### config.mk
export PLATFORM = sky130hd
export DESIGN_NAME = sized_level_fifo
export DESIGN_NICKNAME = d
export VERILOG_FILES = /design/src/rtl/sized_level_fifo_pkg.sv /design/src/rtl/sized_fifo_ring.sv /design/src/rtl/sized_level_fifo.sv
export SDC_FILE = /design/constraint.sdc
export NUM_CORES = 1
export LEC_CHECK = 0
export BUFFER_PORTS_ARGS = -buffer_cell sky130_fd_sc_hd__buf_2
export CAP_MARGIN = 20
export CORE_MARGIN = 2
export CORE_UTILIZATION = 40
export CTS_CLUSTER_SIZE = 12
export DETAILED_ROUTE_END_ITERATION = 10
export PLACE_DENSITY = 0.6
export SETUP_SLACK_MARGIN = 0.3
export SYNTH_ARGS = -nofsm -noshare
export SYNTH_HDL_FRONTEND = slang
export SYNTH_SLANG_ARGS = --single-unit
### constraint.sdc
create_clock -name CLK -period 2.04 [get_ports CLK]
set_input_delay 0.408 -clock CLK [delete_from_list [all_inputs] [get_ports CLK]]
set_output_delay 0.408 -clock CLK [all_outputs]
set_load 0.01 [all_outputs]
### src/rtl/sized_level_fifo_pkg.sv
// Shared types for the sized level FIFO: the per-cycle operation after
// enqueue/dequeue acceptance has been resolved.
package sized_level_fifo_pkg;

    typedef enum logic [1:0] {
        OP_IDLE = 2'b00,
        OP_DEQ  = 2'b01,
        OP_ENQ  = 2'b10,
        OP_BOTH = 2'b11
    } fifo_op_e;

    function automatic fifo_op_e fifo_op(input logic enq_ok, input logic deq_ok);
        return fifo_op_e'({enq_ok, deq_ok});
    endfunction

endpackage

### src/rtl/sized_fifo_ring.sv
// Ring storage for the sized level FIFO: one synchronous write port plus the
// registered head read that forms D_OUT (loaded from the ring or from D_IN).
module sized_fifo_ring #(
    parameter int WIDTH   = 1,
    parameter int ENTRIES = 2,
    parameter int AW      = 1
) (
    input  logic             clk,
    input  logic             rst_n,
    input  logic             we,
    input  logic [AW-1:0]    wr_ptr,
    input  logic [AW-1:0]    rd_ptr,
    input  logic [WIDTH-1:0] wr_data,
    input  logic             out_ld,
    input  logic             out_from_ring,
    output logic [WIDTH-1:0] dout
);

    logic [WIDTH-1:0] mem [ENTRIES];
    logic [WIDTH-1:0] dout_q, dout_d;

    // Contents are deliberately not reset so the array maps onto RAM.
    always_ff @(posedge clk) begin
        if (we) mem[wr_ptr] <= wr_data;
    end

    always_comb begin
        dout_d = out_from_ring ? mem[rd_ptr] : wr_data;
    end

    always_ff @(posedge clk or negedge rst_n) begin
        if (!rst_n)      dout_q <= '0;
        else if (out_ld) dout_q <= dout_d;
    end

    assign dout = dout_q;

endmodule

### src/rtl/sized_level_fifo.sv
// FIFO with an output register, occupancy count, registered almost-full /
// almost-empty flags and sticky overflow/underflow flags.
module sized_level_fifo
    import sized_level_fifo_pkg::*;
#(
    parameter int p1width       = 1,
    parameter int p2depth       = 3,
    parameter int p3cntr_width  = 1,
    parameter int p4count_width = 2,
    parameter int p5af_level    = 2,
    parameter int p6ae_level    = 1,
    parameter int guarded       = 1
) (
    input  logic                     CLK,
    input  logic                     RST_N,
    input  logic                     CLR,
    input  logic [p1width-1:0]       D_IN,
    input  logic                     ENQ,
    input  logic                     DEQ,
    output logic [p1width-1:0]       D_OUT,
    output logic                     EMPTY_N,
    output logic                     FULL_N,
    output logic [p4count_width-1:0] COUNT,
    output logic                     ALMOST_FULL_N,
    output logic                     ALMOST_EMPTY_N,
    output logic                     OVF,
    output logic                     UNF
);

    localparam int RING = p2depth - 1;
    localparam int LAST = p2depth - 2;
    localparam logic [p3cntr_width-1:0]  PTR_LAST = p3cntr_width'(LAST);
    localparam logic [p3cntr_width-1:0]  PTR_ONE  = p3cntr_width'(1);
    localparam logic [p4count_width-1:0] CNT_FULL = p4count_width'(p2depth);
    localparam logic [p4count_width-1:0] CNT_TWO  = p4count_width'(2);
    localparam logic [p4count_width-1:0] AF_LVL   = p4count_width'(p5af_level);
    localparam logic [p4count_width-1:0] AE_LVL   = p4count_width'(p6ae_level);

    logic [p3cntr_width-1:0]  head_q, head_d, tail_q, tail_d;
    logic [p4count_width-1:0] count_q, count_d;
    logic empty_n_q, empty_n_d, full_n_q, full_n_d;
    logic af_n_q, af_n_d, ae_n_q, ae_n_d;
    logic ovf_q, ovf_d, unf_q, unf_d;
    logic enq_ok, deq_ok, ring_empty;
    logic ring_we, out_ld, out_from_ring;

    function automatic logic [p3cntr_width-1:0] ptr_inc(input logic [p3cntr_width-1:0] p);
        return (p == PTR_LAST) ? '0 : p + PTR_ONE;
    endfunction

    // The ring only holds data once the output register is occupied.
    assign ring_empty = (count_q < CNT_TWO);

    always_comb begin
        head_d        = head_q;
        tail_d        = tail_q;
        count_d       = count_q;
        ovf_d         = ovf_q;
        unf_d         = unf_q;
        ring_we       = 1'b0;
        out_ld        = 1'b0;
        out_from_ring = 1'b0;
        enq_ok        = ENQ && (full_n_q || (DEQ && empty_n_q && (guarded == 0)));
        deq_ok        = DEQ && empty_n_q;

        if (CLR) begin
            head_d  = '0;
            tail_d  = '0;
            count_d = '0;
            ovf_d   = 1'b0;
            unf_d   = 1'b0;
        end else begin
            if (ENQ && !enq_ok) ovf_d = 1'b1;
            if (DEQ && !empty_n_q) unf_d = 1'b1;
            case (fifo_op(enq_ok, deq_ok))
                OP_ENQ: begin
                    if (!empty_n_q) begin
                        out_ld = 1'b1;
                    end else begin
                        ring_we = 1'b1;
                        tail_d  = ptr_inc(tail_q);
                    end
                end
                OP_DEQ: begin
                    if (!ring_empty) begin
                        out_ld        = 1'b1;
                        out_from_ring = 1'b1;
                        head_d        = ptr_inc(head_q);
                    end
                end
                OP_BOTH: begin
                    out_ld = 1'b1;
                    if (!ring_empty) begin
                        // When full, head==tail: the read sees the old entry.
                        ring_we       = 1'b1;
                        out_from_ring = 1'b1;
                        tail_d        = ptr_inc(tail_q);
                        head_d        = ptr_inc(head_q);
                    end
                end
                default: ;
            endcase
            count_d = count_q + p4count_width'(enq_ok) - p4count_width'(deq_ok);
        end

        empty_n_d = (count_d != '0);
        full_n_d  = (count_d != CNT_FULL);
        af_n_d    = !(count_d >= AF_LVL);
        ae_n_d    = !(count_d <= AE_LVL);
    end

    always_ff @(posedge CLK or negedge RST_N) begin
        if (!RST_N) begin
            head_q    <= '0;
            tail_q    <= '0;
            count_q   <= '0;
            empty_n_q <= 1'b0;
            full_n_q  <= 1'b1;
            af_n_q    <= 1'b1;
            ae_n_q    <= 1'b0;
            ovf_q     <= 1'b0;
            unf_q     <= 1'b0;
        end else begin
            head_q    <= head_d;
            tail_q    <= tail_d;
            count_q   <= count_d;
            empty_n_q <= empty_n_d;
            full_n_q  <= full_n_d;
            af_n_q    <= af_n_d;
            ae_n_q    <= ae_n_d;
            ovf_q     <= ovf_d;
            unf_q     <= unf_d;
        end
    end

    sized_fifo_ring #(
        .WIDTH   (p1width),
        .ENTRIES (RING),
        .AW      (p3cntr_width)
    ) u_ring (
        .clk           (CLK),
        .rst_n         (RST_N),
        .we            (ring_we),
        .wr_ptr        (tail_q),
        .rd_ptr        (head_q),
        .wr_data       (D_IN),
        .out_ld        (out_ld),
        .out_from_ring (out_from_ring),
        .dout          (D_OUT)
    );

    assign EMPTY_N        = empty_n_q;
    assign FULL_N         = full_n_q;
    assign COUNT          = count_q;
    assign ALMOST_FULL_N  = af_n_q;
    assign ALMOST_EMPTY_N = ae_n_q;
    assign OVF            = ovf_q;
    assign UNF            = unf_q;

endmodule

# == After elaboration in Yosys (flattened, before gate mapping) ==
# Memories as Yosys holds them, arrays and structs flattened.
# Cells that the tools add are included.
# op_classes
addsub,4
n_eq_ne,7
n_reduce_logical,16
n_mux,26
order_cmp,3
# op_table
operator,count
1-bit 2-to-1 mux,22
2-bit nonzero test,4
"3-bit inequality test, second input constant",2
"2-bit equality test, second input constant",2
1-bit logical AND,4
1-bit logical NOT,4
"2-bit inequality test, second input constant",2
1-bit case mux with 2 select lines,2
1-bit case mux with 3 select lines,1
3-bit AND reduction,1
3-bit nonzero test,1
"1-bit adder, second input constant",2
2-bit by 1-bit adder with 2-bit output,1
"2-bit by 1-bit equality test with 1-bit output, second input constant",1
"2-bit greater-or-equal comparator, second input constant",1
"2-bit by 1-bit less-or-equal comparator with 1-bit output, second input constant",1
"2-bit < comparator, second input constant",1
2-bit 2-to-1 mux,1
2-bit AND reduction,1
2-bit OR reduction,1
2-bit by 1-bit subtractor with 2-bit output,1
# totals
out_inout_bits,9
inputBits,6
word_cells,67
reg_bits,11
mem_bits_rw,2
n_memories,1
# memory_table
memory,words,word_bits,read_ports,rd_ports_with_merged_regs,write_ports,line,rtl
u_ring.mem,2,1,1,0,1,sized_fifo_ring.sv:19,logic [WIDTH-1:0] mem [ENTRIES];

# == Logic depth before layout (Yosys ltp) ==
# depth
word_depth,6
depth_mapped,8
ltp_nobuf,8

# == Cells and area by module ==
# Synthesis repeated with hierarchy kept, for this count alone.
# unflattened
hier_cells,60
hier_area_um2,644.4
# by_module_without_submodules
module,cells_each,n_inst,area_per_inst_um2,seq_area_each_um2
sized_level_fifo,50,1,511.7,252.7
sized_fifo_ring,10,1,132.6,85.1

# == Worst setup path before layout ==
# OpenSTA, ideal clock, no wires.
# synth_timing
kind,flip-flop to flip-flop
startpoint,"register full_n_q, in the netlist FULL_N"
endpoint,"register empty_n_q, in the netlist EMPTY_N"
setup_ps,136
path_buffers,0
t_arrival_ps,1688
synth_period_minus_slack_ps,1824
slack_ps,216
path_stages_with_launch,8
cell_sequence,dfstp_2 > nand2_1 > ha_1 > inv_1 > ha_1 > xnor2_1 > xor2_1 > a21oi_1
# synth_via
elab_chain_cells,5
# synth_rtl
item,line,rtl
"start, declared",sized_level_fifo.sv:41,"logic empty_n_q, empty_n_d, full_n_q, full_n_d;"
"start signal, assigned",sized_level_fifo.sv:128,full_n_q <= full_n_d;
1-bit logical AND,sized_level_fifo.sv:63,enq_ok = ENQ && (full_n_q || (DEQ && empty_n_q && (guarded == 0)));
2-bit by 1-bit adder with 2-bit output,sized_level_fifo.sv:103,count_d = count_q + p4count_width'(enq_ok) - p4count_width'(deq_ok);
2-bit by 1-bit subtractor with 2-bit output,sized_level_fifo.sv:103,
2-bit 2-to-1 mux,sized_level_fifo.sv:66,if (CLR) begin
2-bit nonzero test,sized_level_fifo.sv:106,empty_n_d = (count_d != '0);
named net empty_n_d,sized_level_fifo.sv:41,
"end signal, assigned",sized_level_fifo.sv:127,empty_n_q <= empty_n_d;
"end, declared",sized_level_fifo.sv:41,
# The timed path passes the listed nets, and every way through them passes these cells.
# A chain may end at the register's enable or synchronous reset.

# == Worst setup path after layout ==
# layout_timing
startpoint,"register full_n_q, in the netlist FULL_N"
endpoint,memory u_ring.mem[1] (enable)
# layout_via
elab_chain_cells,6
word_cells_on_any_way,7
cone_classes,2 x eq/ne; 4 x mux; 1 x reduce/logical
# layout_rtl
item,line,rtl
1-bit logical AND *,sized_level_fifo.sv:63,
2-bit equality test,sized_level_fifo.sv:75,"case (fifo_op(enq_ok, deq_ok))"
1-bit case mux with 2 select lines *,sized_level_fifo.sv:75,
1-bit 2-to-1 mux *,sized_level_fifo.sv:66,
1-bit 2-to-1 mux *,sized_fifo_ring.sv:24,if (we) mem[wr_ptr] <= wr_data;
1-bit 2-to-1 mux (implied by the code) *,sized_fifo_ring.sv:24,
"end, declared",sized_fifo_ring.sv:19,
# Every way passes the cells marked *; elsewhere a longest branch is shown, timed or not.

==> summary by stage <==
Synth
The synthesized design spends more area on one cell type than any other, namely dfrtp_1. The cell count after synthesis is 60. The xor/xnor share of the synthesized area is 6.80%. By area the synthesized netlist is led by dfrtp_1 35%, ha_1 9.7%, edfxtp_1 9.3%. The adder and majority cell fraction of the synthesized area is 9.71%. The main combinational cell family by area after synthesis is simple AND/OR/NAND/NOR gates. Of the total synthesized cell area, the portion taken by AND, OR, NAND and NOR gates is about 17%. The proportion of synthesized chip area in sequential cells is between 50% and 60%. Synthesis inferred 13 register bits.

The mean area per synthesized cell is roughly 11 um^2. The netlist area before placement is 644 um^2. The number of nets handed over by synthesis was 71. The portion of synthesized area spent on multiplexers is 3.30%. In this run the biggest area consumer among cell types represents roughly a third of the synthesized area. Yosys printed 0 warnings. The share of the synthesized area in compound gates (AO/OA/AOI/OAI) is 7.18%. The netlist uses 26 different library cells.

Global route
The met1 track utilization from global routing is between 10% and 20%. The first global-routing pass estimated approximately 2100 um of wire. Global routing consumed, on the met2 layer, 26.5% of the routing resources. Across every metal layer, demand over resource in global routing totals between 10% and 20%. Global routing consumed, on the met3 layer, between 6 and 7% of the routing resources.

In this run the most used layer during global routing was met2. The initial antenna violation count came to 0. The number of global-route vias before repair is 491. For this run the aggregate overflow at the end of global routing stands at 0.

The largest net degree at the start of global routing is 14.

CTS
Clock tree synthesis inserted a total of 3 buffers. The TritonCTS clock tree is done. The number of sinks driven by the clock tree is 13. The clock-pin slew reported for the worst setup and hold paths after clock tree synthesis is ~0.08 ns. The buffer depth of the longest clock path is 2.

The buffer cell driving the clock tree root is clkbuf_4. The deepest level of the CTS H-tree is 1. The insertion delay to the later sink of the worst-skew pair is 0.28 ns.

Setup path
For the worst setup path, the data required time is 2.01 ns. Of all nets on the critical path, the largest fanout is 5. The worst register-to-register path has a setup slack of 0.34 ns.

The data arrival time of the critical path is 1.67 ns. For the worst flop-to-flop path, the logic depth is 5. The type of the worst setup path is flop to flop. The kind of end point of the critical path is a flop.

The capturing point of the worst reg2reg path is u_ring.mem[1]$_DFFE_PP_. The startpoint type of the worst setup path is a flop. The worst reg2reg path startpoint is FULL_N$_DFF_PN1_.

Routing
The first detailed-routing pass took 2 iterations. After the first detailed-routing iteration, the DRC count stood at 1. Once detail routing completed, the nets flagged for antenna violations numbered 0. Dividing the detail-routed wire length by the instance count gives 12.8 um. The number of vias in the routed layout is a little over 500. After detailed routing, the number of remaining DRC violations is 0. Summed over all layers, the routed wires come to about 1300 um. The via density per instance is 5.15.

Timing
The clock period minus final worst setup slack is 1.70 ns. The total negative slack for setup checks is 0 ns. The worst relative slew slack is 76.4%. Static timing analysis puts the maximum clock frequency at approximately 600 MHz.

Setup violations remaining at the end of the flow were counted as 0. The final worst-path cycle share is between 80 and 90%. The hold violation total from the final report is 0. The measured slew at the worst slew-check pin is between 0.3 and 0.4 ns. Setup repair after global routing could not meet its margin everywhere.

The total count of max-transition violations in the final report is 0. Clock skew on the completed layout was measured at 0.00380 ns.

Placement
The placer congestion estimate is approximately 0.68. The instance count after placement with tap cells included is 90. The instance area at placement is 771 um^2. Input and output buffers added on the ports amount to 14.

Detailed placement ended at an HPWL of 900 um.

Die
Measured along the y axis, the die boundary spans 44.1 um. The floorplan die area is about 0.002 mm^2. The row count is 14. The total area inside the core boundary comes to around 0.0015 mm^2. For this configuration, the core starts out at a cell density of 42.8%. During I/O placement, the number of pins put on the boundary was 15. The die is 44.1 um wide.

Cells and area
The post-route netlist has 42.7% of its cells at a drive strength greater than 1. The post-route cell area is slightly below 900 um^2. The repair_antennas step left the layout with diodes totalling 0. Leaving out fill and tap cells, the most frequent cell in the layout is buf_2. For this run, the number of standard cells in the final layout without fillers is 98. The net count of the finished layout is 94. The register area is 338 um^2. In the layout the commonest cells are 14 x buf_2, 9 x dfrtp_1, 7 x nor2_1. The filler cells instantiated in the layout total 137. Relative to the synthesized area, the layout overhead comes to 34.8%. The multi-input logic area is 352 um^2.

Once layout is complete, the utilization of the core stands at 57.6%.

Pwr
The leakage component of the power is 0.406 nW. The completed layout was analyzed and its total power is 1.10 mW. Across the VDD grid, the largest voltage drop is 751 uV. The power density over the cells is 1270 mW/mm^2.

Worst hold path
The tightest min-delay check is of the input pin to flop type. For hold timing, the worst endpoint is u_ring.mem[0]$_DFFE_PP_. The worst hold path startpoint is D_IN. Counting instances, the worst hold path has a depth of 1.

Status
The run finished with clean final reports.

Job
The number of maximum-capacitance constraint violations is 0.
through the flow:
step / worst slack (ns) / hold slack (ns)
after floorplan: 0.310 / 0.112
after global placement: 0.135 / 0.295
after detailed placement: 0.144 / 0.291
after CTS: 0.304 / 0.330
after global routing: 0.279 / 0.326
final: 0.340 / 0.341
report_power, final:
group          internal [mW]  leakage, nW  total (mW)  switching [mW]
Combinational          0.251        0.233       0.517           0.265
Clock                 0.0759       0.0150       0.162          0.0864
Sequential             0.352        0.158       0.422          0.0701
Total                  0.680        0.406        1.10           0.422
routing by layer:
metal	up-vias	wire length, um	share of wire (%)
met2	11	660	53
met1	245	526	42
met5	-	0	0
met3	2	49	3.9
met4	0	13	1.0
li1	247	-	-
Yosys cell counts:
cell type  instances
xor2_1             3
nor3_1             1
a21oi_1            3
nor2_2             1
inv_2              1
mux2_2             1
nand2b_1           2
a41oi_1            1
dfrtp_1            9
o21ai_0            1
clkbuf_1           1
nor4_1             1
inv_1              5
and3b_1            1
xnor2_1            2
ha_1               5
dfstp_2            2
edfxtp_1           2
nor4b_1            1
a22oi_1            1
o32a_1             1
mux2i_1            1
nand3_1            1
nand2_1            5
nand4b_1           1
nor2_1             7
worst max-delay path by stage:
stage,cells past startpoint,start,to
floorplan,7,FULL_N$_DFF_PN1_,EMPTY_N$_DFF_PN0_
global placement,9,DEQ,EMPTY_N$_DFF_PN0_
detailed placement,9,DEQ,EMPTY_N$_DFF_PN0_
CTS,7,FULL_N$_DFF_PN1_,EMPTY_N$_DFF_PN0_
global route,5,FULL_N$_DFF_PN1_,u_ring.mem[0]$_DFFE_PP_
finish,5,FULL_N$_DFF_PN1_,u_ring.mem[1]$_DFFE_PP_
state kept, by name (all words and copies together), names as in the netlist:
register	cells
UNF	1
head_q	1
u_ring.mem	2
OVF	1
FULL_N	1
COUNT	2
ALMOST_EMPTY_N	1
ALMOST_FULL_N	1
EMPTY_N	1
tail_q	1
u_ring.dout	1
repair_timing:
| action | in CTS | in global routing |
|---|---|---|
| endpoints found under the hold margin | 9 | 0 |
| setup endpoints to repair | 4 | 6 |
| pin swaps | 5 | 3 |
| hold buffers | 1 | 0 |
| resized for setup | 1 | 5 |
| buffers inserted | 2 | 1 |
layout make-up:
class / instances / share of cell area, %
Multi-Input combinational cell: 40 / 40.5
Sequential cell: 13 / 38.9
Timing Repair Buffer: 19 / 12.7
Clock buffer: 4 / 3.03
Inverter: 6 / 2.59
Tap cell: 16 / 2.31
worst max-delay path: stages, from the launching register on:
cell	delay, ns
dfstp_2	0.56
nand2_4	0.07
inv_2	0.09
ha_1	0.20
a41oi_1	0.17
nor4b_2	0.29
logic make-up after synthesis:
family | count (synthesis)
buffers and inverters | 7
AND/OR/NAND/NOR | 21
adder cells (fa/ha/maj) | 5
multiplexers | 2
AO/OA/AOI/OAI | 7
flip-flops | 13
XOR/XNOR | 5
Power figures use the tool's default switching activity.
